$ cat config.mk
export PLATFORM = sky130hd
export DESIGN_NAME = spi_shift_ctrl
export DESIGN_NICKNAME = d
export VERILOG_FILES = /design/src/rtl/spi_shift_ctrl.sv
export SDC_FILE = /design/constraint.sdc
export NUM_CORES = 1
export LEC_CHECK = 0
export BUFFER_PORTS_ARGS = -buffer_cell sky130_fd_sc_hd__buf_2
export CORE_ASPECT_RATIO = 1.2
export CORE_MARGIN = 5
export CORE_UTILIZATION = 45
export CTS_CLUSTER_SIZE = 28
export DETAILED_ROUTE_END_ITERATION = 7
export PLACE_DENSITY = 0.71
export SLEW_MARGIN = 10
export SYNTH_ARGS = -nofsm -noshare
export SYNTH_HDL_FRONTEND = slang
export SYNTH_SLANG_ARGS = --single-unit
$ cat constraint.sdc
create_clock -name clk_in -period 4.3 [get_ports clk_in]
set_input_delay 0.215 -clock clk_in [delete_from_list [all_inputs] [get_ports clk_in]]
set_output_delay 0.215 -clock clk_in [all_outputs]
set_load 0.1 [all_outputs]
$ cat src/rtl/spi_shift_ctrl.sv
// SPI host shift stage: serialises tx_data onto s_out and assembles rx_data
// from s_in, stepping on the strobes supplied by the SPI clock generator.
//
// Ports:
//   clk_in, rst_n          system clock, synchronous active-low reset
//   go                     start strobe, honoured only when idle
//   len                    bits per transfer (0 or >MAX_CHAR => MAX_CHAR)
//   lsb                    1: bit 0 first, 0: bit len-1 first
//   tx_negedge/rx_negedge  select which strobe drives/samples the line
//   tx_data                transmit word, captured on an accepted go
//   pos_edge/neg_edge      strobes from the clock generator
//   s_in / s_out           MISO / MOSI
//   tip                    transfer in progress
//   last                   no tx bits remain (to generator last_clk)
//   done                   one-cycle completion pulse
//   rx_data                received word
module spi_shift_ctrl #(
   parameter int MAX_CHAR = 32,
   parameter int CNT_W    = 6
) (
   input  logic                clk_in,
   input  logic                rst_n,
   input  logic                go,
   input  logic [CNT_W-1:0]    len,
   input  logic                lsb,
   input  logic                tx_negedge,
   input  logic                rx_negedge,
   input  logic [MAX_CHAR-1:0] tx_data,
   input  logic                pos_edge,
   input  logic                neg_edge,
   input  logic                s_in,
   output logic                s_out,
   output logic                tip,
   output logic                last,
   output logic                done,
   output logic [MAX_CHAR-1:0] rx_data
);

   localparam int IDX_W = $clog2(MAX_CHAR);
   localparam logic [CNT_W-1:0] MAXC = CNT_W'(MAX_CHAR);
   localparam logic [CNT_W-1:0] ONE  = CNT_W'(1);

   typedef enum logic [1:0] {
      IDLE,
      SHIFT,
      DONE
   } state_t;

   state_t              state_q;
   logic [MAX_CHAR-1:0] tx_q;
   logic [MAX_CHAR-1:0] rx_q;
   logic [CNT_W-1:0]    len_q;
   logic [CNT_W-1:0]    tx_cnt_q;
   logic [CNT_W-1:0]    rx_cnt_q;
   logic                lsb_q;
   logic                s_out_q;
   logic                tip_q;
   logic                done_q;

   logic [CNT_W-1:0]    len_eff_d;
   logic [IDX_W-1:0]    pre_idx_d;
   logic [IDX_W-1:0]    tx_idx_d;
   logic [IDX_W-1:0]    rx_idx_d;
   logic                tx_edge;
   logic                rx_edge;

   // Counts run from len down to 1; map a count onto the word bit it owns.
   function automatic logic [IDX_W-1:0] bit_idx(
      input logic             lsb_f,
      input logic [CNT_W-1:0] len_f,
      input logic [CNT_W-1:0] cnt_f
   );
      if (lsb_f)
         return IDX_W'(len_f - cnt_f);
      else
         return IDX_W'(cnt_f - ONE);
   endfunction

   assign len_eff_d = (len == '0 || len > MAXC) ? MAXC : len;
   assign pre_idx_d = bit_idx(lsb, len_eff_d, len_eff_d);
   assign tx_idx_d  = bit_idx(lsb_q, len_q, tx_cnt_q);
   assign rx_idx_d  = bit_idx(lsb_q, len_q, rx_cnt_q);

   assign tx_edge = tx_negedge ? neg_edge : pos_edge;
   assign rx_edge = rx_negedge ? neg_edge : pos_edge;

   always_ff @(posedge clk_in) begin
      if (!rst_n) begin
         state_q  <= IDLE;
         tx_q     <= '0;
         rx_q     <= '0;
         len_q    <= '0;
         tx_cnt_q <= '0;
         rx_cnt_q <= '0;
         lsb_q    <= 1'b0;
         s_out_q  <= 1'b0;
         tip_q    <= 1'b0;
         done_q   <= 1'b0;
      end else begin
         done_q <= 1'b0;
         unique case (state_q)
            IDLE: begin
               if (go) begin
                  tx_q     <= tx_data;
                  rx_q     <= '0;
                  len_q    <= len_eff_d;
                  lsb_q    <= lsb;
                  rx_cnt_q <= len_eff_d;
                  tip_q    <= 1'b1;
                  state_q  <= SHIFT;
                  // Falling-edge launch needs the first bit on the
                  // line before the first rising edge arrives.
                  if (tx_negedge) begin
                     s_out_q  <= tx_data[pre_idx_d];
                     tx_cnt_q <= len_eff_d - ONE;
                  end else begin
                     tx_cnt_q <= len_eff_d;
                  end
               end
            end
            SHIFT: begin
               if (tx_edge && tx_cnt_q != '0) begin
                  s_out_q  <= tx_q[tx_idx_d];
                  tx_cnt_q <= tx_cnt_q - ONE;
               end
               if (rx_edge && rx_cnt_q != '0) begin
                  rx_q[rx_idx_d] <= s_in;
                  rx_cnt_q       <= rx_cnt_q - ONE;
                  if (rx_cnt_q == ONE) begin
                     tip_q   <= 1'b0;
                     done_q  <= 1'b1;
                     state_q <= DONE;
                  end
               end
            end
            DONE: begin
               state_q <= IDLE;
            end
            default: begin
               state_q <= IDLE;
            end
         endcase
      end
   end

   assign s_out   = s_out_q;
   assign tip     = tip_q;
   assign done    = done_q;
   assign rx_data = rx_q;
   assign last    = tip_q && (tx_cnt_q == '0);

endmodule
==> impl_metrics.yaml, run 1 <==
synth:
  synth_ff_type: "dfxtp_1"
  synth-edff-count: 0
  synth_cell_types: 60
  ys_seq_elements: 87
  postSynthCellCount: 610
  yosys.area_share.adder_pct: 3.81
  syn_nets: 671
  yosys_warnings: 0
  muxShareOfSynthArea_pct: 11.8
  synth_top_family_by_area: "compound AO/OA/AOI/OAI gates"
  synth-async-reset-ratio_pct: 0
  seq_area_frac_synth_pct: 34.9
  syn_area_sq_mm: 0.00500
  syn_area_per_cell_sq_um: 8.19
  yosys.area_share.simple_pct: 20.7
  synth-xor-area-share_pct: 3.31
  synth_compound_area_share_pct: 21.2
final_layout:
  area_growth_syn_to_layout_pct: 15.4
  drive_gt1_share_pct: 18.4
  fin_util_pct: 52.7
  fill_cells: 1044
  multi_input_area_sq_mm: 0.00304
  antenna_cells: 0
  most-common-layout-cells: "nand2_1 (150), dfxtp_1 (87), buf_2 (82)"
  seqCellArea_sq_mm: 0.00174
  final_common_cell: "nand2_1"
  final_nets: 736
worst_hold_path:
  worstHoldPathType: "input pin to flop"
global_route:
  grt_overflow: 0
  grt_pass1_wl_um: 22100
  antenna_found_initial: 0
  grt_max_degree: 60
  first_global_vias: 4705
  grtUsageTotal_pct: 20.2
drt:
  ant_nets: 0
  drc: 0
  drtPass1Iterations: 4
  routed_wl_um: 13100
  via_per_inst: 5.63
  routedWlPerCell_um: 16.1
  drt_iter0_drc: 193
  via_count: 4567
critical_path:
  critPathSlowestCell: "mux2i_2"
  critPathMaxStageDelay_ns: 0.61
  worst-path-buf-inv: 2
  worstSetupPathType: "flop to flop"
  start_kind: "flop"
  endpoint_kind: "flop"
  path_cells: "ha_1, inv_1, fa_1, inv_1, mux2i_2, mux4_2, nor2b_4, a211oi_2, a21oi_1, o311a_1"
  cp_max_fo: 9
  cp.required_ns: 4.53
  crit_arrival_ns: 3.36
  critPathTopFamily: "multiplexers"
  crit_top_cell: "inv_1"
timing:
  timing.slew.headroom_pct: 21.1
  worstMarginPinSlew_ns: 1.18
  finClkSkew_ns: 0.00931
  setup_viol: 0
  grt_setup_unrepaired: "false"
  max_freq_mhz: 320
  hold_viol: 0
  tns_ns: 0
  fin_crit_sh_pct: 72.8
  drv_slew: 0
  min_period_ns: 3.13
cts:
  clk_pin_slew_ns: 0.06
  cts_setup_buffers: 0
  ctsHtreeMaxLevel: 3
  root_buffer: "clkbuf_16"
  post_cts_resized: 0
  cts_hold_buffers: 0
  clock_path_buffers: 2
  cts.sinks: 87
  clk_latency_ns: 0.34
  cts_tree: "done"
  cts_buffers: 9
floorplanning:
  fp.dieW_um: 106
  core_sq_mm: 0.0109
  rows: 42
  pin_count: 83
  start_util_pct: 45.7
  dieArea_sq_mm: 0.0133
  die_h_um: 125
power_and_ir_drop:
  max-vdd-ir-drop_v: 0.000180
  power_density_mw_per_mm2: 398
  p_leak_nw: 2.53
job:
  maxCapViolCount: 0
run_status:
  outcome: "completed"
placed_design:
  io_buffers: 82
  place_congestion: 0.928
  hpwl_um: 9930
==> stage by stage <==
step / total power [mW] / cells / hold WS [ns] / setup slack (ns) / area, sq um
2_1_floorplan: 1.36 / 610 / 0.360 / 1.51 / 5000
3_3_place_gp: 1.50 / 796 / 0.442 / 1.25 / 5470
3_5_place_dp: 1.52 / 796 / 0.452 / 1.15 / 5470
4_1_cts: 2.31 / 811 / 0.134 / 1.14 / 5770
5_1_grt: 2.42 / 811 / 0.136 / 0.973 / 5770
6_report: 2.30 / 811 / 0.144 / 1.17 / 5770
==> area by class of cell <==
| cell class | instances | share of cell area [%] |
|---|---|---|
| clock buffer | 11 | 4.21 |
| clock inverter | 4 | 0.955 |
| inverter | 19 | 1.24 |
| multi-input combinational | 471 | 52.8 |
| sequential | 87 | 30.2 |
| tap | 132 | 2.86 |
| timing repair buffer | 87 | 7.77 |
==> cells by family after synthesis <==
logic type | Yosys count
simple gates | 240
compound gates | 150
buf+inv | 52
flops | 87
xor+xnor | 18
mux | 49
fa+ha+maj | 14
==> state kept, by name, summed over array words and instances, names as in the netlist <==
register	flops
done	1
len_q	5
lsb_q	1
rx_cnt_q	6
rx_data	32
s_out	1
state_q	2
tip	1
tx_cnt_q	6
tx_q	32
==> synthesized netlist by cell type, drive strengths merged (2+ instances only) <==
| cell type | n | area share [%] |
|---|---|---|
| and3 | 7 | 0.88 |
| ha | 12 | 3.0 |
| or2 | 3 | 0.38 |
| o31ai | 12 | 1.8 |
| a21o | 5 | 0.75 |
| o32ai | 2 | 0.35 |
| nand2 | 150 | 11 |
| a22oi | 2 | 0.30 |
| o221a | 3 | 0.68 |
| nand2b | 2 | 0.25 |
| buf | 6 | 0.85 |
| mux4 | 6 | 2.9 |
| o211ai | 17 | 2.6 |
| fa | 2 | 0.80 |
| a221o | 2 | 0.40 |
| mux2i | 42 | 8.7 |
| a21oi | 24 | 2.6 |
| nor2b | 9 | 1.5 |
| o21a | 2 | 0.30 |
| dfxtp | 87 | 35 |
| o21ai | 20 | 2.0 |
| and2 | 4 | 0.50 |
| o22a | 2 | 0.35 |
| nor2 | 41 | 3.1 |
| o22ai | 2 | 0.25 |
| a21boi | 41 | 6.2 |
| clkbuf | 27 | 2.0 |
| nand3 | 11 | 1.1 |
| nor3 | 8 | 0.80 |
| nand3b | 2 | 0.55 |
| inv | 19 | 1.4 |
| o21bai | 2 | 0.30 |
| a31oi | 3 | 0.38 |
| xor2 | 9 | 1.7 |
| xnor2 | 9 | 1.6 |
| a211oi | 4 | 0.70 |
==> routing by layer <==
metal,GRT usage [%],vias to the layer above,wire [um]
li1,-,2253,-
met1,24.0,2145,5490
met2,34.4,142,6400
met3,4.43,27,777
met4,9.22,0,384
met5,0,-,0
==> worst register-to-register path: cells and delay by family, from the launching register on <==
kind	cells	cell delay [ns]
buffers and inverters	2	0.11
muxes	2	1.03
AOI/OAI and AO/OA	3	0.62
and+or+nand+nor	1	0.14
adders and majority gates	2	0.67
DFF	1	0.45
==> power breakdown <==
part	total [mW]	switching (mW)	internal, mW
Clock	0.791	0.325	0.466
Sequential	0.879	0.0342	0.845
Combinational	0.625	0.395	0.230
==> worst paths after layout <==
| path | startpoint | slack (ns) | endpoint | depth (start not counted) |
|---|---|---|---|---|
| hold reg to reg | rx_data[17] | 0.46 | rx_data[17] | 2 |
| setup / recovery | tx_cnt_q[0] | 1.17 | s_out | 10 |
| setup reg to reg | tx_cnt_q[0] | 1.17 | s_out | 10 |
| hold / removal | tx_data[20] | 0.14 | tx_q[20] | 3 |
Power figures use the tool's default switching activity.
==> run 2, diff against run 1 <==
==> constraint.sdc (replaced) <==
create_clock -name clk_in -period 2.9 [get_ports clk_in]
set_input_delay 0.145 -clock clk_in [delete_from_list [all_inputs] [get_ports clk_in]]
set_output_delay 0.145 -clock clk_in [all_outputs]
set_load 0.1 [all_outputs]
==> run 2 against run 1 <==
Power up 49%. Clock skew is 0.0019 ns higher. Register-to-register slack worse by 0.91 ns. Largest power group unchanged. Non-clock buffer count is 13 higher. Critical path type unchanged. Clock-buffer cell count is the same.
==> impl_metrics.yaml, run 2 (synthesized netlist as in run 1, its figures left out) <==
worst_hold_path:
  hold_depth: 3
  worstHoldPathType: "input pin to flop"
final_layout:
  final_common_cell: "nand2_1"
  antenna_cells: 0
  most-common-layout-cells: "nand2_1 (148), dfxtp_1 (86), buf_2 (82)"
  fill_cells: 1054
  area_growth_syn_to_layout_pct: 17.8
  drive_gt1_share_pct: 21.4
  final_nets: 749
critical_path:
  crit_arrival_ns: 2.85
  r2r-start: "rx_cnt_q[0]"
  worstSetupPathType: "flop to flop"
  start_kind: "flop"
  endpoint: "rx_data[14]"
  path_cells: "ha_1, inv_1, fa_1, a21o_1, a21oi_1, xor2_1, a21oi_2, xor2_2, nand2_2, o211ai_1, o31ai_1"
  rrSetupSlack_ns: 0.26
  path_depth: 11
  reg2regPathDepth: 11
  endpoint_kind: "flop"
  critPathSlowestCell: "fa_1"
  r2r-end: "rx_data[14]"
  critPathMaxStageDelay_ns: 0.41
  worst-path-buf-inv: 1
  cp.required_ns: 3.11
  cp_max_fo: 8
  critPathLaunch: "rx_cnt_q[0]"
  critPathTopFamily: "compound AO/OA/AOI/OAI gates"
power_and_ir_drop:
  clockPowerShare_pct: 33.1
  intPower_mw: 2.26
  combPwrFrac_pct: 28.9
  p_leak_nw: 2.60
  pwr-share-seq_pct: 38.0
  power_density_mw_per_mm2: 580
  max-vdd-ir-drop_v: 0.000289
  switching_share_pct: 33.9
  power_switching_mw: 1.16
timing:
  worst_slack_ns: 0.264
  fin_crit_sh_pct: 90.9
  setup_viol: 0
  min_period_ns: 2.64
  drv_slew: 0
  finClkSkew_ns: 0.0112
  timing.slew.headroom_pct: 51.9
  hold_ws_ns: 0.0616
  hold_viol: 0
  max_freq_mhz: 379
  worstMarginPinSlew_ns: 0.720
cts:
  clock_path_buffers: 2
  cts_tree: "done"
  clk_pin_slew_ns: 0.07
  cts_hold_buffers: 0
  cts_buffers: 9
  clk_latency_ns: 0.35
  root_buffer: "clkbuf_16"
  cts.sinks: 87
  ctsHtreeMaxLevel: 3
global_route:
  grt_overflow: 0
  grt_max_degree: 34
  grt_pass1_wl_um: 21800
  first_global_vias: 4547
  antenna_found_initial: 1
  grtUsageTotal_pct: 20.1
floorplanning:
  die_h_um: 125
  fp.dieW_um: 106
  rows: 42
  pin_count: 83
  start_util_pct: 45.7
  core_sq_mm: 0.0109
  dieArea_sq_mm: 0.0133
drt:
  drc: 0
  ant_nets: 0
  via_count: 4602
  drt_iter0_drc: 228
  drtPass1Iterations: 5
  routedWlPerCell_um: 16.0
  routed_wl_um: 13200
  via_per_inst: 5.58
placed_design:
  io_buffers: 82
  dp_slack_ns: 0.141
  place_congestion: 0.889
  hpwl_um: 10200
run_status:
  outcome: "completed"
job:
  maxCapViolCount: 0
[run 2: cell count changes in the layout (fill, tap and decap cells not counted), moves of 2 or more]
| cell | previous run | this run |
|---|---|---|
| buf_4 | 5 | 18 |
| nand2_2 | 0 | 2 |
| nor2_1 | 41 | 39 |
| nor2_2 | 0 | 2 |
| nand2_1 | 150 | 148 |
[run 2: layout make-up]
| class | instances | area [sq um] | area share, % |
|---|---|---|---|
| flip-flops and latches | 87 | 1740 | 29.6 |
| repair buffers | 100 | 546 | 9.27 |
| multi-input cells | 471 | 3070 | 52.2 |
| clock inverters | 5 | 38.8 | 0.659 |
| inverters | 19 | 71.3 | 1.21 |
| well taps | 132 | 165 | 2.81 |
| clock buffers | 11 | 253 | 4.29 |
[run 2: what timing repair did]
item / CTS / global route
hold endpoints to repair: 0 / 0
setup buffers: 0 / 0
endpoints found under the setup margin: 0 / 32
gates resized for setup: 0 / 8
[run 2: through the flow]
stage / instance area (sq um) / TNS, ns / total power, mW / util [%] / cells
floorplan: 5000 / 0 / 2.02 / - / 610
global placement: 5570 / 0 / 2.26 / 50.9 / 809
detailed placement: 5570 / 0 / 2.28 / 50.9 / 809
CTS: 5860 / 0 / 3.41 / 53.6 / 825
global route: 5890 / -0.000144 / 3.59 / 53.9 / 825
finish: 5890 / 0 / 3.42 / 53.9 / 825
[run 2: power by group through the flow]
stage / clock network [mW] / registers [mW] / logic, mW
finish: 1.13 / 1.30 / 0.986
floorplan: 0 / 1.35 / 0.675
global placement: 0 / 1.32 / 0.936
global route: 1.20 / 1.31 / 1.08
detailed placement: 0 / 1.32 / 0.958
CTS: 1.15 / 1.30 / 0.965
[run 2: worst register-to-register path: stages (launching register included)]
cell and delay [ns]:
dfxtp_2 0.39, ha_1 0.16, inv_1 0.06, fa_1 0.41
a21o_1 0.19, a21oi_1 0.18, xor2_1 0.10, a21oi_2 0.25
xor2_2 0.29, nand2_2 0.16, o211ai_1 0.22, o31ai_1 0.10
[run 2: worst min path at each step]
stage	slack, ns	start	end
6_report	0.06	tx_data[9]	tx_q[9]
3_3_place_gp	0.41	tx_data[10]	tx_q[10]
2_1_floorplan	0.29	tx_data[30]	tx_q[30]
5_1_grt	0.07	tx_data[20]	tx_q[20]
4_1_cts	0.05	tx_data[9]	tx_q[9]
3_5_place_dp	0.42	tx_data[9]	tx_q[9]
[run 2: routing by layer]
| metal | routed length [um] | vias up | global-route usage, % |
|---|---|---|---|
| met5 | 17 | - | 0 |
| met4 | 333 | 2 | 8.69 |
| met3 | 753 | 26 | 3.35 |
| met2 | 6630 | 153 | 35.8 |
| met1 | 5460 | 2136 | 23.5 |
| li1 | - | 2285 | - |
==> run 3, diff against run 2 <==
--- a/config.mk
+++ b/config.mk
@@ -6,6 +6,7 @@
 export NUM_CORES = 1
 export LEC_CHECK = 0
 export BUFFER_PORTS_ARGS = -buffer_cell sky130_fd_sc_hd__buf_2
+export CAP_MARGIN = 20
 export CORE_ASPECT_RATIO = 1.2
 export CORE_MARGIN = 5
 export CORE_UTILIZATION = 45
==> constraint.sdc (replaced) <==
create_clock -name clk_in -period 3.38 [get_ports clk_in]
set_input_delay 0.169 -clock clk_in [delete_from_list [all_inputs] [get_ports clk_in]]
set_output_delay 0.169 -clock clk_in [all_outputs]
set_load 0.1 [all_outputs]
==> run 3 against run 2 <==
First-iteration DRC count grew 7.0%. Via count fell by 0.20%. Largest power group unchanged. Setup slack improved by 0.26 ns. Sequential power down 14%. Fmax is 7.7% lower. Worst hold slack improved by 0.028 ns. Wire length decreased by 0.15%. Combinational power is 18% lower. Critical path depth down 1.
==> impl_metrics.yaml, run 3 (synthesized netlist as in run 1, its figures left out) <==
placed_design:
  hpwl_um: 10200
  io_buffers: 82
  placed_cells: 803
  place_congestion: 0.903
critical_path:
  crit_arrival_ns: 3.09
  path_depth: 10
  critPathSlowestCell: "a21oi_2"
  endpoint: "s_out"
  path_cells: "ha_1, inv_1, fa_1, xnor2_1, a21oi_2, mux2i_1, mux2i_1, mux2i_1, a21oi_1, o311a_1"
  endpoint_kind: "flop"
  crit_top_cell: "mux2i_1"
  worst-path-buf-inv: 1
  start_kind: "flop"
  critPathLaunch: "tx_cnt_q[0]"
  rrSetupSlack_ns: 0.52
  cp.required_ns: 3.61
  critPathTopFamily: "compound AO/OA/AOI/OAI gates"
  critPathMaxStageDelay_ns: 0.51
  worstSetupPathType: "flop to flop"
  cp_max_fo: 9
  r2r-end: "s_out"
  r2r-start: "tx_cnt_q[0]"
  reg2regPathDepth: 10
job:
  maxCapViolCount: 0
run_status:
  outcome: "completed"
floorplanning:
  start_util_pct: 45.7
  core_sq_mm: 0.0109
  dieArea_sq_mm: 0.0133
  pin_count: 83
  fp.dieW_um: 106
  rows: 42
  die_h_um: 125
power_and_ir_drop:
  power.total_mw: 3.04
  max-vdd-ir-drop_v: 0.000243
  power_density_mw_per_mm2: 519
  p_leak_nw: 2.59
cts:
  ctsHtreeMaxLevel: 3
  post_cts_resized: 0
  cts_setup_buffers: 0
  cts_tree: "done"
  clock_path_buffers: 2
  cts_hold_buffers: 0
  clk_pin_slew_ns: 0.07
  root_buffer: "clkbuf_16"
  cts.sinks: 87
  cts_buffers: 9
  clk_latency_ns: 0.35
drt:
  via_count: 4593
  drtPass1Iterations: 5
  ant_nets: 0
  routedWlPerCell_um: 16.1
  drc: 0
  drt_iter0_drc: 244
  via_per_inst: 5.60
  routed_wl_um: 13200
global_route:
  first_global_vias: 4493
  grt_max_degree: 59
  grt_pass1_wl_um: 22100
  grt_overflow: 0
  antenna_found_initial: 1
  grtUsageTotal_pct: 20.3
timing:
  hold_viol: 0
  drv_slew: 0
  worstMarginPinSlew_ns: 0.861
  timing.slew.headroom_pct: 42.6
  setup_viol: 0
  grt_setup_unrepaired: "false"
  finClkSkew_ns: 0.0132
  max_freq_mhz: 350
  tns_ns: 0
  fin_crit_sh_pct: 84.5
  min_period_ns: 2.86
final_layout:
  final_nets: 743
  fin_cells: 820
  final_common_cell: "nand2_1"
  most-common-layout-cells: "nand2_1 (150), dfxtp_1 (87), buf_2 (82)"
  area_growth_syn_to_layout_pct: 17.3
  drive_gt1_share_pct: 19.5
worst_hold_path:
  worstHoldPathType: "input pin to flop"
[run 3: changes by cell type in the layout (fill, tap and decap cells not counted), sizes merged]
cell	before	now
buf	100	94
bufinv	0	2
clkbuf	11	10
clkinv	2	1
clkinvlp	1	0
diode	0	1
inv	21	22
[run 3: how the worst min path moves through the flow]
stage / startpoint / end / depth (start not counted) / slack [ns]
global route: tx_data[7] / tx_q[7] / 3 / 0.09
finish: tx_data[20] / tx_q[20] / 3 / 0.09
detailed placement: tx_data[20] / tx_q[20] / 3 / 0.44
CTS: tx_data[20] / tx_q[20] / 3 / 0.08
floorplan: tx_data[30] / tx_q[30] / 2 / 0.31
global placement: tx_data[15] / tx_q[15] / 3 / 0.44
[run 3: metal layers]
| metal | vias to the layer above | GRT usage (%) | wire length [um] |
|---|---|---|---|
| li1 | 2270 | - | - |
| met1 | 2145 | 23.9 | 5460 |
| met2 | 164 | 35.8 | 6650 |
| met3 | 14 | 4.74 | 882 |
| met4 | 0 | 6.94 | 178 |
| met5 | - | 0 | 0 |
[run 3: tightest hold or removal path, delay by kind of cell]
kind            cells  cell delay [ns]
compound gates      1             0.06
simple gates        1             0.04
buf+inv             1             0.11
[run 3: layout make-up]
| cell class | instances | area (sq um) |
|---|---|---|
| fill | 1077 | 5070 |
| multi-input combinational | 471 | 3040 |
| sequential | 87 | 1740 |
| timing repair buffer | 94 | 500 |
| clock buffer | 10 | 239 |
| tap | 132 | 165 |
| clock inverter | 6 | 100 |
| inverter | 19 | 71.3 |
| antenna | 1 | 2.50 |
[run 3: metrics by stage]
stage,area (sq um),hold slack (ns),utilization (%),setup slack (ns)
floorplan,5000,0.314,-,0.594
global placement,5520,0.439,50.5,0.664
detailed placement,5520,0.445,50.5,0.548
CTS,5860,0.0801,53.6,0.532
global route,5860,0.0872,53.6,0.248
finish,5860,0.0900,53.6,0.524
[run 3: where the power goes]
part	switching, mW	internal (mW)
Combinational	0.501	0.306
Sequential	0.0444	1.07
Clock	0.433	0.682
